--- config.mk ---
export PLATFORM = sky130hd
export DESIGN_NAME = fifo_wr_ctrl
export DESIGN_NICKNAME = d
export VERILOG_FILES = /design/src/rtl/fifo_pkg.sv /design/src/rtl/fifo_wr_ctrl.sv
export SDC_FILE = /design/constraint.sdc
export NUM_CORES = 1
export LEC_CHECK = 0
export BUFFER_PORTS_ARGS = -buffer_cell sky130_fd_sc_hd__buf_2
export CORE_MARGIN = 2
export CORE_UTILIZATION = 34
export DETAILED_ROUTE_END_ITERATION = 6
export GPL_ROUTABILITY_DRIVEN = 0
export PLACE_DENSITY = 0.73
export SLEW_MARGIN = 20
export SYNTH_ARGS = -nofsm -noshare
export SYNTH_HDL_FRONTEND = slang
export SYNTH_SLANG_ARGS = --single-unit
--- constraint.sdc ---
create_clock -name clk -period 4 [get_ports clk]
set_clock_uncertainty 0.1 [all_clocks]
set_input_delay 0.4 -clock clk [delete_from_list [all_inputs] [get_ports clk]]
set_output_delay 0.4 -clock clk [all_outputs]
set_load 0.02 [all_outputs]
--- src/rtl/fifo_pkg.sv ---
// Constants shared by the write-side and read-side FIFO controllers.
// Pointers carry one extra wrap bit beyond the memory address width.
package fifo_pkg;

    localparam int FIFO_ADDR_WIDTH = 3;

    function automatic int fifo_depth(input int addr_width);
        return 1 << addr_width;
    endfunction

    function automatic int fifo_ptr_width(input int addr_width);
        return addr_width + 1;
    endfunction

endpackage

--- src/rtl/fifo_wr_ctrl.sv ---
// Write-side controller of an asynchronous FIFO: pointer, memory strobe,
// registered fill level, full/almost_full and sticky overflow.
module fifo_wr_ctrl
    import fifo_pkg::*;
#(
    parameter int ADDR_WIDTH = FIFO_ADDR_WIDTH,
    parameter int DEPTH      = fifo_depth(ADDR_WIDTH),
    parameter int AF_THRESH  = DEPTH - 1
) (
    input  logic                  clk,
    input  logic                  rst_n,
    input  logic                  wr_en,
    input  logic [ADDR_WIDTH:0]   rd_ptr_sync,
    input  logic                  ovf_clr,
    output logic [ADDR_WIDTH:0]   wr_ptr,
    output logic                  mem_we,
    output logic [ADDR_WIDTH-1:0] mem_waddr,
    output logic                  full,
    output logic                  almost_full,
    output logic [ADDR_WIDTH:0]   level,
    output logic                  overflow
);

    localparam int PW = fifo_ptr_width(ADDR_WIDTH);

    logic [PW-1:0] wr_ptr_next;
    logic [PW-1:0] level_next;
    logic          full_next;
    logic          almost_full_next;
    logic          overflow_next;

    assign mem_we    = wr_en & ~full;
    assign mem_waddr = wr_ptr[ADDR_WIDTH-1:0];

    // Flags come from the post-write pointer so a filling write raises full
    // on its own edge; the stale read pointer only makes full pessimistic.
    always_comb begin
        wr_ptr_next      = wr_ptr + PW'(mem_we);
        level_next       = wr_ptr_next - rd_ptr_sync;
        full_next        = (level_next == PW'(DEPTH));
        almost_full_next = (level_next >= PW'(AF_THRESH));
        overflow_next    = overflow;
        if (wr_en && full) begin
            overflow_next = 1'b1;
        end else if (ovf_clr) begin
            overflow_next = 1'b0;
        end
    end

    always_ff @(posedge clk or negedge rst_n) begin
        if (!rst_n) begin
            wr_ptr      <= '0;
            level       <= '0;
            full        <= 1'b0;
            almost_full <= 1'b0;
            overflow    <= 1'b0;
        end else begin
            wr_ptr      <= wr_ptr_next;
            level       <= level_next;
            full        <= full_next;
            almost_full <= almost_full_next;
            overflow    <= overflow_next;
        end
    end

endmodule
Yosys cells after proc, flatten, opt, wreduce, memory -nomap -nowiden

Cells that the tools add are included.

Mux-type cells: 2
Order comparisons: 1
Equal/unequal tests: 1
Reduce and logical (&&, ||, !) cells: 2
Bitwise gates (word level): 2
Add/sub/neg operators: 2

Operators with widths:

| cell                                                                   | count |
|---|---|
| 4-bit by 1-bit adder with 4-bit output                                 | 1 |
| 4-bit == test (second input constant)                                  | 1 |
| 4-bit by 3-bit >= comparator with 1-bit output (second input constant) | 1 |
| 4-bit subtractor                                                       | 1 |
| 1-bit two-way mux                                                      | 2 |
| 2-bit nonzero test                                                     | 1 |
| 1-bit AND                                                              | 1 |
| 1-bit logical AND                                                      | 1 |
| 1-bit NOT                                                              | 1 |

Bits in registers: 11
Output and inout port bits: 15
Bits of input ports: 8
Logic and storage cells: 15

Longest topological paths before layout

Word-level depth: 5
Gate-level depth with buffers: 9

Least setup slack after synthesis

No wires, ideal clock.

Path kind: flip-flop to flip-flop
Start: reg full
End: reg full
Path buffers: 0
Setup slack: 1.457 ns
Clock period less this slack: 2.543 ns
Data required time: 3.780 ns
Data arrival time: 2.322 ns
Library setup time: 0.120 ns
Stages on the path, launching flop included: 10
Path through: dfrtp_1 -> nor2b_1 -> ha_1 -> ha_1 -> xor2_1 -> ha_1 -> a21oi_1 -> o21ai_0 -> xnor3_1 -> and4_1

Longest elaborated chain between the ends: 5

RTL lines:

| element                                | RTL line           | text |
|---|---|---|
| from (decl)                            | fifo_wr_ctrl.sv:18 | `output logic full,` |
| from (signal assigned)                 | fifo_wr_ctrl.sv:60 | `full <= full_next;` |
| 1-bit NOT                              | fifo_wr_ctrl.sv:32 | `assign mem_we = wr_en & ~full;` |
| 1-bit AND                              | fifo_wr_ctrl.sv:32 |  |
| via mem_we                             | fifo_wr_ctrl.sv:16 | `output logic mem_we,` |
| 4-bit by 1-bit adder with 4-bit output | fifo_wr_ctrl.sv:38 | `wr_ptr_next = wr_ptr + PW'(mem_we);` |
| via wr_ptr_next[2]                     | fifo_wr_ctrl.sv:26 | `logic [PW-1:0] wr_ptr_next;` |
| 4-bit subtractor                       | fifo_wr_ctrl.sv:39 | `level_next = wr_ptr_next - rd_ptr_sync;` |
| via level_next[3]                      | fifo_wr_ctrl.sv:27 | `logic [PW-1:0] level_next;` |
| 4-bit == test                          | fifo_wr_ctrl.sv:40 | `full_next = (level_next == PW'(DEPTH));` |
| via full_next                          | fifo_wr_ctrl.sv:28 | `logic full_next;` |

The timed path passes the listed nets, and every way through them passes these cells.
A chain may end at the register's enable or synchronous reset.

Worst setup path after layout

Start: reg full
End: reg full

Longest elaborated chain between the ends: 5

RTL lines:

| element                                | RTL line |
|---|---|
| 1-bit NOT                              | fifo_wr_ctrl.sv:32 |
| 1-bit AND                              | fifo_wr_ctrl.sv:32 |
| 4-bit by 1-bit adder with 4-bit output | fifo_wr_ctrl.sv:38 |
| via wr_ptr_next[2]                     | fifo_wr_ctrl.sv:26 |
| 4-bit subtractor                       | fifo_wr_ctrl.sv:39 |
| via level_next[3]                      | fifo_wr_ctrl.sv:27 |
| 4-bit == test                          | fifo_wr_ctrl.sv:40 |
| via full_next                          | fifo_wr_ctrl.sv:28 |

The timed path passes the listed nets, and every way through them passes these cells.

==> run_results.csv <==
group,metric,value,unit
sta,whs,243,ps
synth,syn_inst,41,
detailed_routing,route.detailed.drc,0,
worst_setup_path,end_kind,"flop",
sta,slew_violations,0,
finish,area_delta_synth_final,27.5,%
sta,slew_headroom,85.0,%
finish,regArea,275,um2
sta,finalSetupViolCount,0,
flow_run,max_cap_violations,0,
clock_network,cts_inserted_buffers,3,
place,placedCellCount,76,
outcome,status,"complete, no violations",
synth,synth_xor_area_share,10.8,%
clock_network,clk_path_buf_depth,2,
power,power_density,949,nW/um2
synth,async_reset_ff_share,100,%
power,ir_worst_vdd,0.272,mV
clock_network,clock_latency,260,ps
global_route,overflow,0,
synth,synth_top_area_cell,"dfrtp_1",
synth,yosys_register_bits,11,
floorplan,die_h,43.2,um
synth,synth_fp_nets,55,
sta,setup_slack,1660,ps
synth,synth_top_area_share,52.6,%
synth,synth_edf_count,0,
sta,fmax,0.428,GHz
sta,post-route-min-period,2340,ps
synth,postSynthAreaPerCell,12.8,um2
finish,diodes,0,
finish,multi_input_area,195,um2
synth,ys_seq_area_share,52.6,%
floorplan,coreArea,1470,um2
clock_network,clkSinkCount,11,
floorplan,ioPinCount,23,
sta,rsz0062_at_grt,"no",
detailed_routing,wl_per_cell,11.0,um
worst_setup_path,crit_fanout,3,
finish,stdcell_count,81,
detailed_routing,drt_pre_antenna_iters,2,
sta,period_share,58.5,%
synth,synth_warnings,0,
detailed_routing,num_vias,367,
finish,nNetsFinal,80,
worst_setup_path,crit_family,"adder cells",
synth,synth-simple-area-share,6.22,%
clock_network,htree_levels,1,
worst_setup_path,cp_cell_sequence,"nor2b_1, ha_1, ha_1, xor2_1, ha_1, a21oi_1, o21ai_0, xnor3_1, and4_1",
worst_setup_path,crit_buf_inv,0,
synth,synth_compound_area_share,4.55,%
synth,syn_area,523,um2
sta,tightest_slew,223,ps
synth,synthAdderAreaFrac,15.8,%
synth,synth_top_family_by_area,"adder cells",
worst_setup_path,worst_setup_path_start_kind,"flop",
global_route,grt_pass1_vias,357,
floorplan,die_area,1870,um2
floorplan,fp.dieW,43.2,um
clock_network,cts_setup_buffers,0,
finish,drive_gt1_share,41.5,%
global_route,antenna_found_initial,0,
synth,synthDistinctLibCells,15,
worst_setup_path,crit_path_frequent_cell,"ha_1",
finish,num-fill-cells,147,
worst_setup_path,slowest_stage,"dfrtp_1",
detailed_routing,first_iter_violations,4,
clock_network,cts-root-buf,"clkbuf_4",
detailed_routing,ant_nets,0,
clock_network,clkSlewWorstSetupHoldPaths,60,ps
place,pre_cts_slack,1480,ps
place,dp_hpwl,726,um
global_route,grt_use_total,12.0,%
global_route,grt_pass1_wl,1.50,mm
worst_setup_path,cpPeakStageDelay,390,ps
worst_setup_path,worstPathArrival,2390,ps
finish,utilization,45.3,%
floorplan,core.rowCount,14,
power,leakagePower,0.378,nW
worst_setup_path,crit_type,"reg2reg",
synth,synthTopCellsByArea,"dfrtp_1 53%, ha_1 12%, inv_1 5.7%, buf_4 4.3%, xnor3_1 4.3%",
sta,final_hold_viol_count,0,
sta,setup_tns,0,ps
synth,ys.flop_type,"dfrtp_1",
place,port_buffers,22,
floorplan,start_util,35.5,%
global_route,grt_max_degree,12,
worst_setup_path,worst-endpoint-required,4050,ps
clock_network,cts_tree,"done",
synth,muxShareOfSynthArea,0,%
min_path,min_path_type,"in2reg",
detailed_routing,wl,887,um
detailed_routing,vias_per_cell,4.53,
-- metal layers --
layer	global-route usage, %	routed length, um	part of all wire [%]	up-vias
met1	12.0	360	41	171
met5	0	0	0	-
met3	2.98	66	7.4	2
met2	19.1	442	50	18
met4	12.7	17	1.9	0
li1	-	-	-	176
-- cells in the final DEF (no fill, tap or decap) --
cell type       n
a31o_1          1
inv_1           8
and4_1          1
nor2b_1         1
xnor3_1         1
nand3_2         1
xnor2_2         1
nand2_1         2
dlygate4sd3_1   1
clkbuf_1        1
buf_2          22
clkbuf_4        3
dfrtp_1        11
ha_1            5
xor2_1          2
a21oi_1         1
fa_1            1
o21ai_0         2
-- final cells by class --
class,count,share of cell area (%)
clock buffer,4,3.94
timing repair buffer,23,18.0
tap,16,3.00
sequential,11,41.3
multi-input combinational,19,29.3
inverter,8,4.50
-- Yosys cell counts (all sizes together) (2+ instances only) --
library cell,instances
o21ai,2
buf,3
ha,5
dfrtp,11
xor2,2
nand2,2
inv,8
-- sequential cells by signal (all words and copies together) (netlist names) --
register     flops
almost_full      1
wr_ptr           4
full             1
overflow         1
level            4
-- cell families after synthesis --
logic type                 after synthesis
AOI/OAI and AO/OA                        4
and+or+nand+nor                          5
buffers and inverters                   11
xor gates and xnor gates                 4
DFF                                     11
adders and majority gates                6
-- what timing repair did --
action | CTS | global route
resized for setup | 0 | 0
endpoints found under the hold margin | 11 | 0
hold buffers | 1 | 0
-- worst register-to-register path: stages (launching register included) --
cell and delay, ps:
dfrtp_1 390, nor2b_1 150, ha_1 210, ha_1 180
xor2_1 210, ha_1 310, a21oi_1 140, o21ai_0 120
xnor3_1 220, and4_1 210
-- per-stage QoR --
stage                     area, um2  power (mW)
after floorplan                 523       0.474
after global placement          631       0.551
after detailed placement        631       0.568
after CTS                       667       0.644
after global routing            667       0.693
final                           667       0.633
-- power by group --
group	leakage, nW	internal [mW]	switching, mW
Combinational	0.231	0.145	0.221
Clock	0.0150	0.0385	0.0340
Sequential	0.132	0.166	0.0281
-- final timing paths --
| check | from | end | slack, ps | cells past startpoint |
|---|---|---|---|---|
| worst max-delay path | full$_DFF_PN0_ | full$_DFF_PN0_ | 1660 | 9 |
| worst min-delay path | ovf_clr | overflow$_DFFE_PN0P_ | 240 | 2 |
| worst max register to register | full$_DFF_PN0_ | full$_DFF_PN0_ | 1660 | 9 |
| worst min register to register | full$_DFF_PN0_ | overflow$_DFFE_PN0P_ | 430 | 2 |
| max in group asynchronous | rst_n | wr_ptr[0]$_DFF_PN0_ | 3170 | 2 |
| min in group asynchronous | rst_n | level[3]$_DFF_PN0_ | 430 | 2 |
Power figures use the tool's default switching activity.
